**config.mk**
```make
export PLATFORM = sky130hd
export DESIGN_NAME = load_store_unit
export DESIGN_NICKNAME = d
export VERILOG_FILES = /design/src/rtl/lsu_pkg.sv /design/src/rtl/lsu_lane_align.sv /design/src/rtl/load_store_unit.sv
export SDC_FILE = /design/constraint.sdc
export NUM_CORES = 1
export LEC_CHECK = 0
export ABC_AREA = 1
export CORE_MARGIN = 2
export CORE_UTILIZATION = 45
export CTS_CLUSTER_SIZE = 12
export DETAILED_ROUTE_END_ITERATION = 10
export PLACE_DENSITY = 0.8
export SLEW_MARGIN = 20
export SYNTH_ARGS = -nofsm -noshare
export SYNTH_HDL_FRONTEND = slang
export SYNTH_SLANG_ARGS = --single-unit
```
**constraint.sdc**
```tcl
create_clock -name Clk -period 3 [get_ports Clk]
set_clock_uncertainty 0.1 [all_clocks]
set_input_delay 0.3 -clock Clk [delete_from_list [all_inputs] [get_ports Clk]]
set_output_delay 0.3 -clock Clk [all_outputs]
set_load 0.02 [all_outputs]
```
**src/rtl/lsu_pkg.sv**
```systemverilog
`default_nettype none
// ============================================================================
//  lsu_pkg : shared state type, funct3 codes and fault check for the LSU
//  Revision: 1.0
// ============================================================================
package lsu_pkg;

    typedef enum logic [2:0] {
        IDLE    = 3'd0,
        LOAD    = 3'd1,
        STORE_W = 3'd2,
        RMW_RD  = 3'd3,
        RMW_WR  = 3'd4,
        RESP    = 3'd5
    } state_t;

    localparam logic [2:0] F3_B  = 3'b000;
    localparam logic [2:0] F3_H  = 3'b001;
    localparam logic [2:0] F3_W  = 3'b010;
    localparam logic [2:0] F3_BU = 3'b100;
    localparam logic [2:0] F3_HU = 3'b101;

    typedef struct packed {
        logic misaligned;
        logic out_of_range;
    } fault_t;

    // Illegal funct3 encodings are reported as misaligned.
    function automatic fault_t fault_check(
        input logic        write,
        input logic [2:0]  funct3,
        input logic [31:0] addr,
        input int unsigned mem_words
    );
        fault_t f;
        logic   illegal;
        if (write)
            illegal = !(funct3 inside {F3_B, F3_H, F3_W});
        else
            illegal = !(funct3 inside {F3_B, F3_H, F3_W, F3_BU, F3_HU});
        f.misaligned   = illegal
                       || ((funct3[1:0] == 2'b01) && addr[0])
                       || ((funct3[1:0] == 2'b10) && (addr[1:0] != 2'b00));
        f.out_of_range = ({2'b00, addr[31:2]} >= mem_words);
        return f;
    endfunction

endpackage
`default_nettype wire

```
**src/rtl/lsu_lane_align.sv**
```systemverilog
`default_nettype none
// ============================================================================
//  lsu_lane_align : load byte/half extract + extend, sub-word store merge
//  Revision: 1.0
// ============================================================================
module lsu_lane_align
    import lsu_pkg::*;
(
    input  logic [1:0]  offset,
    input  logic [2:0]  funct3,
    input  logic [31:0] word,
    input  logic [31:0] data,
    output logic [31:0] load_data,
    output logic [31:0] merge_data
);

    logic [31:0] w_sel;

    assign w_sel = word >> {offset, 3'b000};

    always_comb begin
        load_data = 32'd0;
        case (funct3)
            F3_B:    load_data = {{24{w_sel[7]}}, w_sel[7:0]};
            F3_BU:   load_data = {24'd0, w_sel[7:0]};
            F3_H:    load_data = {{16{w_sel[15]}}, w_sel[15:0]};
            F3_HU:   load_data = {16'd0, w_sel[15:0]};
            F3_W:    load_data = word;
            default: load_data = 32'd0;
        endcase
    end

    // Lanes outside the stored byte/half pass through untouched.
    always_comb begin
        merge_data = word;
        if (funct3 == F3_B)
            merge_data[{offset, 3'b000} +: 8] = data[7:0];
        else if (funct3 == F3_H)
            merge_data[{offset[1], 4'b0000} +: 16] = data[15:0];
    end

endmodule
`default_nettype wire

```
**src/rtl/load_store_unit.sv**
```systemverilog
`default_nettype none
// ============================================================================
//  load_store_unit : one-at-a-time load/store controller for a word RAM
//  Revision: 1.0
// ============================================================================
module load_store_unit
    import lsu_pkg::*;
#(
    parameter int unsigned MEM_WORDS   = 128,
    parameter int unsigned RESET_STATE = 0
) (
    input  logic        Clk,
    input  logic        Reset,
    input  logic        Req_Valid,
    output logic        Req_Ready,
    input  logic        Req_Write,
    input  logic [2:0]  Req_Funct3,
    input  logic [31:0] Req_Address,
    input  logic [31:0] Req_Write_Data,
    output logic        Resp_Valid,
    input  logic        Resp_Ready,
    output logic [31:0] Resp_Read_Data,
    output logic        Resp_Misaligned,
    output logic        Resp_Out_Of_Range,
    output logic [31:0] Mem_Address,
    output logic [31:0] Mem_Write_Data,
    output logic        Mem_Write_Enable,
    input  logic [31:0] Mem_Read_Data
);

    localparam state_t C_RESET_STATE = state_t'(RESET_STATE[2:0]);

    state_t      r_state, w_next;
    logic        r_write;
    logic [2:0]  r_funct3;
    logic [31:0] r_addr;
    logic [31:0] r_data;
    logic [31:0] r_merge;
    logic [31:0] r_rdata;
    logic        r_mis;
    logic        r_oor;

    fault_t      w_fault;
    logic        w_accept;
    logic [31:0] w_align_word;
    logic [31:0] w_load_data;
    logic [31:0] w_merge_data;

    assign w_fault  = fault_check(Req_Write, Req_Funct3, Req_Address, MEM_WORDS);
    assign w_accept = Req_Valid && (r_state == IDLE);

    // One aligner serves both paths: live RAM data for loads, the captured word for merges.
    assign w_align_word = (r_state == RMW_WR) ? r_merge : Mem_Read_Data;

    lsu_lane_align u_align (
        .offset     (r_addr[1:0]),
        .funct3     (r_funct3),
        .word       (w_align_word),
        .data       (r_data),
        .load_data  (w_load_data),
        .merge_data (w_merge_data)
    );

    always_comb begin
        w_next = r_state;
        case (r_state)
            IDLE: begin
                if (Req_Valid) begin
                    if (w_fault.misaligned || w_fault.out_of_range)
                        w_next = RESP;
                    else if (!Req_Write)
                        w_next = LOAD;
                    else if (Req_Funct3 == F3_W)
                        w_next = STORE_W;
                    else
                        w_next = RMW_RD;
                end
            end
            LOAD:    w_next = RESP;
            STORE_W: w_next = RESP;
            RMW_RD:  w_next = RMW_WR;
            RMW_WR:  w_next = RESP;
            RESP:    if (Resp_Ready) w_next = IDLE;
            default: w_next = IDLE;
        endcase
    end

    always_comb begin
        Req_Ready        = (r_state == IDLE);
        Resp_Valid       = (r_state == RESP);
        Mem_Address      = (r_state != IDLE) ? {r_addr[31:2], 2'b00} : 32'd0;
        Mem_Write_Enable = ((r_state == STORE_W) || (r_state == RMW_WR)) && !Reset;
        Mem_Write_Data   = 32'd0;
        if (r_state == STORE_W)
            Mem_Write_Data = r_data;
        else if (r_state == RMW_WR)
            Mem_Write_Data = w_merge_data;
    end

    assign Resp_Read_Data    = r_rdata;
    assign Resp_Misaligned   = r_mis;
    assign Resp_Out_Of_Range = r_oor;

    always_ff @(posedge Clk) begin
        if (Reset) begin
            r_state  <= C_RESET_STATE;
            r_write  <= 1'b0;
            r_funct3 <= 3'd0;
            r_addr   <= 32'd0;
            r_data   <= 32'd0;
            r_merge  <= 32'd0;
            r_rdata  <= 32'd0;
            r_mis    <= 1'b0;
            r_oor    <= 1'b0;
        end else begin
            r_state <= w_next;
            if (w_accept) begin
                r_write  <= Req_Write;
                r_funct3 <= Req_Funct3;
                r_addr   <= Req_Address;
                r_data   <= Req_Write_Data;
                r_rdata  <= 32'd0;
                r_mis    <= w_fault.misaligned;
                r_oor    <= w_fault.out_of_range;
            end
            if (r_state == LOAD)
                r_rdata <= w_load_data;
            if (r_state == RMW_RD)
                r_merge <= Mem_Read_Data;
        end
    end

endmodule
`default_nettype wire

```
==> metrics.txt, run 1 <==
Critical Path Sink Type=output port; CP Data Required Time=2.60 ns; gr usage total=29.7%; unique cell type count in the Yosys netlist=35; port bufs=202; register clock-pin slew on the reported worst setup and hold paths=around 0.060 ns; Avg Cell Area, Syn=6.42 sq um; CTS root buf=clkbuf_16; Slew headroom=45.5%; placed inst area=~9900 sq um; CTS Buf Count=17; PwrDens=666 nW/um^2; core area=16600 sq um; Hold Path Class=input port to flip-flop; final instance area=10500 sq um; mean routed wirelength per cell=16.9 um; Leakage Power=4.39 nW; Hold Fails Final Rpt=0; clock sinks=136; number of synthesized flops with an enable pin=0; H-tree depth=4; Slew Viols, Final=0; clk_lat worst skew=0.43 ns; # Post-CTS Setup Buffers=0; commonest non-fill, non-tap cell in the layout=nand2_1; CP Launch Type=flip-flop; routability congestion estimate=1.02; Rows=47; Nets=1479; Antenna Nets Post-Route=0; initial antenna violation count=0; crit share post-route=94.9%; drc violations=0; Cell Chain, Critical Path=nor2_4 -> nand2_4 -> buf_12 -> o21ai_1 -> o221ai_1 -> nand3_1 -> o21ai_0 -> dlygate4sd2_1; status=finished, final reports clean; CP Class=flip-flop to output port; sequential share of the synthesized area=about 35%; Syn Inst Count=1196; worst stage delay on the critical path=around 0.42 ns; WP buf/inv=2; gr ovfl total=0; DRT iter0 DRCs=between 900 and 1000; Resized Gates After CTS=37; crit-path max FO=30; CTS Buffer Depth=2; Die Y-Extent=135 um; crit path time final=between 2 and 3 ns; largest net degree at the start of global routing=71; hpwl dp=19.8 mm; via count=8732; fmax=around 350 MHz; RSZ-0062 raised after global routing=no; ANT cells=0; vias in the first global route=8083; num ports=205; cts hold-fix bufs=0; #FFs+latches synth=136; initial core utilization=46.2%; delay-heaviest family, CP=compound AO/OA/AOI/OAI gates; setup TNS=0 ns; Max IR drop VDD=0.430 mV; Detailed Route WL=27.0 mm; Die ar.=18100 sq um; Top FF cell, synth=dfxtp_1; Worst path slowest cell=o21ai_1; WP data arrival=around 2.5 ns; worst slew pin tran=0.816 ns; async set-reset flop share out of synthesis=0%; Area Growth Syn to Fin=36.7%; CTS tree=yes; most frequent cells in the layout=nand2_1 (250), clkdlybuf4s50_1 (170), o21ai_0 (141); Via density=5.45; Die W=135 um; final setup fails=0; Yosys warnings=0; Detailed Routing Iterations Pass 1=6; layout cells sized above 1=7.74%; Max Cap Viol=0; Mapped Area=7680 sq um; first-pass GRT wire length=42.3 mm
[tightest hold or removal path: cells and delay by family]
| kind | cells | cell delay (ns) |
|---|---|---|
| buf+inv | 2 | 0.47 |
| compound gates | 1 | 0.06 |
[final timing paths]
kind / start / slack [ns] / depth (start not counted) / endpoint
min reg2reg: r_data[29] / 0.35 / 2 / r_data[29]
min: Mem_Read_Data[27] / 0.34 / 3 / r_merge[27]
max reg2reg: r_state[0] / 0.70 / 8 / r_data[3]
max: r_state[0] / 0.15 / 8 / Mem_Write_Data[29]
[sequential cells by signal (all words and copies together) (netlist names)]
name,count
Resp_Read_Data,32
r_addr,32
r_data,32
r_merge,32
r_funct3,3
r_state,3
Resp_Misaligned,1
Resp_Out_Of_Range,1
[metal layers]
metal	up-vias	routed length [um]	global-route usage, %
met4	0	879	12.0
met3	62	2850	8.90
met5	-	0	0
met2	469	12200	47.2
li1	4296	-	-
met1	3905	11100	37.9
[cell usage after synthesis, types with 2 or more instances]
cell type | number | area, sq um
o22ai_1 | 8 | 50.1
nor3_1 | 6 | 30.0
dfxtp_1 | 136 | 2720
buf_6 | 6 | 67.6
nor2_1 | 79 | 297
o21a_1 | 2 | 15.0
nor2_2 | 2 | 12.5
buf_2 | 28 | 140
inv_2 | 13 | 48.8
o21ai_2 | 5 | 43.8
ha_1 | 5 | 62.6
nand3_1 | 112 | 561
nand2_1 | 251 | 942
o21ai_1 | 13 | 65.1
clkinv_1 | 2 | 7.51
a21oi_1 | 141 | 706
o21ai_0 | 141 | 706
buf_4 | 4 | 30.0
nand3b_1 | 6 | 45.0
o211ai_1 | 16 | 120
inv_1 | 131 | 492
nor4_1 | 4 | 25.0
a22o_1 | 6 | 52.6
buf_1 | 5 | 18.8
nor2_4 | 2 | 22.5
nand2_2 | 2 | 12.5
and2_1 | 5 | 31.3
clkbuf_1 | 42 | 158
o221ai_1 | 17 | 149
[kinds of logic (layout without fill, tap and decap cells)]
kind of cell	Yosys count	in the layout	share of synthesized area (%)
compound gates	351	351	25.1
fa+ha+maj	5	5	0.814
buf+inv	231	416	12.5
flops	136	136	35.4
other cells	1	2	0.0488
simple gates	472	472	26.1
[area by class of cell]
| cell class | count | area (sq um) |
|---|---|---|
| clock inverter | 11 | 148 |
| fill | 1583 | 6140 |
| timing repair buffer | 239 | 2310 |
| multi-input combinational | 830 | 4040 |
| tap | 220 | 275 |
| inverter | 146 | 549 |
| sequential | 136 | 2720 |
| clock buffer | 20 | 457 |
[power by group]
group | total [mW] | switching (mW) | internal [mW] | leakage (nW)
Combinational | 2.72 | 1.73 | 0.991 | 2.99
Clock | 2.17 | 0.820 | 1.35 | 0.285
Sequential | 2.11 | 0.0980 | 2.01 | 1.11
Total | 7.00 | 2.65 | 4.34 | 4.39
[stage by stage]
stage,std cells,power (mW),hold WS [ns],setup slack (ns),utilization [%]
finish,1602,7.00,0.344,0.154,63.1
CTS,1602,6.96,0.336,0.0119,62.9
floorplan,1197,3.80,0.325,0.459,-
global route,1602,7.35,0.358,0.00572,63.1
detailed placement,1571,4.82,0.340,0.256,59.3
global placement,1571,4.79,0.334,0.328,59.3
Note: power is estimated with default switching activity, not from simulation.
==> inputs of run 2 (changes only) <==
Settings changed: SETUP_SLACK_MARGIN from default to 0.4.
Clock period 3 ns to 3.1 ns, I/O delays scaled along.
==> metrics.txt, run 2 (same netlist as run 1, synthesis figures left out) <==
gr usage total=30.0% (was 29.7%); Die Y-Extent=135 um (unchanged); Leakage Power=4.79 nW (was 4.39 nW); Via density=5.57 (was 5.45); clock sinks=136 (unchanged); crit share post-route=90.8%; initial core utilization=46.2% (unchanged); Placed Instances=1566 (was 1571); crit-path max FO=17 (was 30); RR Endpoint=Resp_Read_Data[9] (was r_data[3]); Hold Crit Start=r_data[18] (was Mem_Read_Data[27]); final setup fails=0 (unchanged); hpwl dp=19.6 mm (was 19.8 mm); Rows=47 (unchanged); commonest non-fill, non-tap cell in the layout=nand2_1 (unchanged); DP Worst Slack=0.245 ns (was 0.256 ns); first-pass GRT wire length=42.9 mm (was 42.3 mm); footprint of the multi-input gates=4180 sq um (was 4040 sq um); Slew Viols, Final=0 (unchanged); register area=2730 sq um (was 2720 sq um); CP Launch Type=flip-flop (unchanged); setup ws final=0.285 ns (was 0.154 ns); RSZ-0062 raised after global routing=yes (was no); Die W=135 um (unchanged); Max Cap Viol=0 (unchanged); status=finished, final reports clean (unchanged); CP Data Required Time=2.69 ns (was 2.60 ns); worst stage delay on the critical path=0.41 ns (was 0.42 ns); layout cells sized above 1=11.8% (was 7.74%); CTS root buf=clkbuf_16 (unchanged); crit path time final=about 2.8 ns; Non-Filler Instances=1605 (was 1602); Detailed Routing Iterations Pass 1=7 (was 6); vias in the first global route=8281 (was 8083); drc violations=0 (unchanged); port bufs=202 (unchanged); Max IR drop VDD=0.459 mV (was 0.430 mV); mean routed wirelength per cell=17.1 um (was 16.9 um); CP Class=flip-flop to output port (unchanged); Hold Fails Final Rpt=0 (unchanged); Die ar.=18100 sq um (unchanged); via count=8933 (was 8732); largest net degree at the start of global routing=104 (was 71); reg2reg setup slack=0.77 ns (was 0.70 ns); setup TNS=0 ns (unchanged); worst r2r path cells=11 (was 8); Hold Path Depth=2 (was 3); WP data arrival=2.40 ns (was 2.45 ns); Slew headroom=46.1% (was 45.5%); ANT cells=0 (unchanged); Nets=1481 (was 1479); placed inst area=9850 sq um (was 9870 sq um); register clock-pin slew on the reported worst setup and hold paths=0.06 ns (about the same); Cell Chain, Critical Path=nor2_4 -> nand2_4 -> clkbuf_16 -> o21ai_2 -> o211ai_1 -> nand3_1 -> o21ai_0 -> clkdlybuf4s15_2 (was nor2_4 -> nand2_4 -> buf_12 -> o21ai_1 -> o221ai_1 -> nand3_1 -> o21ai_0 -> dlygate4sd2_1); routability congestion estimate=1.01 (was 1.02); hold endpoint=r_data[18] (was r_merge[27]); CTS tree=yes (unchanged); PwrDens=648 nW/um^2 (was 666 nW/um^2); initial antenna violation count=0 (unchanged); Antenna Nets Post-Route=0 (unchanged); H-tree depth=4 (unchanged); fmax=around 360 MHz; CTS Buf Count=17 (unchanged); core area=16600 sq um (unchanged); RR Startpoint=r_state[1] (was r_state[0]); Detailed Route WL=27.5 mm (was 27.0 mm); worst hold slack=0.348 ns (was 0.344 ns); DRT iter0 DRCs=1267 (was 936); clk_lat worst skew=0.44 ns (was 0.43 ns); Area Growth Syn to Fin=38.8% (was 36.7%); fill cell instance count of the final layout=1550 (was 1583); CTS Buffer Depth=2 (unchanged); cts hold-fix bufs=0 (unchanged); num ports=205 (unchanged); most frequent cells in the layout=nand2_1 (246), o21ai_0 (140), a21oi_1 (140) (was nand2_1 (250), clkdlybuf4s50_1 (170), o21ai_0 (141)); Critical Path Sink Type=output port (unchanged); Hold Path Class=flip-flop to flip-flop (was input port to flip-flop); Worst path slowest cell=o21ai_2 (was o21ai_1); post-layout util=64.1% (was 63.1%); final instance area=10700 sq um (was 10500 sq um); gr ovfl total=0 (unchanged); worst slew pin tran=0.808 ns (was 0.816 ns); Final Power=6.91 mW (was 7.00 mW)
-- run 2: cell types whose count changed in the layout (fill, tap and decap cells not counted), sizes merged, moves of 2 or more --
cell	change
clkdlybuf4s50	-31
dlygate4sd2	-23
dlymetal6s2s	+23
buf	+18
clkbuf	+13
inv	+4
clkinvlp	-2
-- run 2: worst max-delay path: cells and delay by family (launching register included) --
family                 cells  cell delay [ns]
DFF                        1             0.35
and+or+nand+nor            3             0.41
buffers and inverters      2             0.49
AOI/OAI and AO/OA          3             0.72
-- run 2: repair_timing --
action	4_1_cts	5_1_grt
endpoints found under the setup margin	63	60
gates resized for setup	117	116
pin swaps	1	7
cloned	0	2
setup buffers	0	5
-- run 2: metal layers --
metal / share of wire, % / global-route usage [%]
met5: 0 / 0
met4: 3.6 / 11.2
met3: 11 / 9.91
met2: 45 / 48.1
met1: 40 / 37.5
-- run 2: worst max path at each step --
stage	from	depth (start not counted)	to	slack, ns
after floorplan	r_addr[0]	11	Mem_Write_Data[31]	0.55
after global placement	r_funct3[1]	9	Mem_Write_Data[5]	0.24
after detailed placement	r_funct3[1]	9	Mem_Write_Data[28]	0.24
after CTS	r_state[0]	8	Mem_Write_Data[24]	0.28
after global routing	r_state[1]	8	Mem_Write_Data[26]	0.30
final	r_state[1]	8	Mem_Write_Data[26]	0.29
-- run 2: area by class of cell --
type / count / share of cell area [%]
Multi-Input combinational cell: 830 / 39.2
Sequential cell: 136 / 25.6
Timing Repair Buffer: 241 / 21.7
Inverter: 146 / 5.20
Clock buffer: 19 / 4.15
Tap cell: 220 / 2.58
Clock inverter: 13 / 1.57
-- run 2: power breakdown --
| part | total (mW) | switching [mW] | internal, mW |
|---|---|---|---|
| registers | 2.04 | 0.101 | 1.94 |
| clock network | 2.12 | 0.829 | 1.30 |
| logic | 2.74 | 1.74 | 0.997 |
| total | 6.91 | 2.67 | 4.24 |
==> inputs of run 3 (changes only) <==
Settings changed: GPL_TIMING_DRIVEN from default to 1.
==> results of run 3 <==
No change in the layout: final DEF, timing and power equal those of run 2.
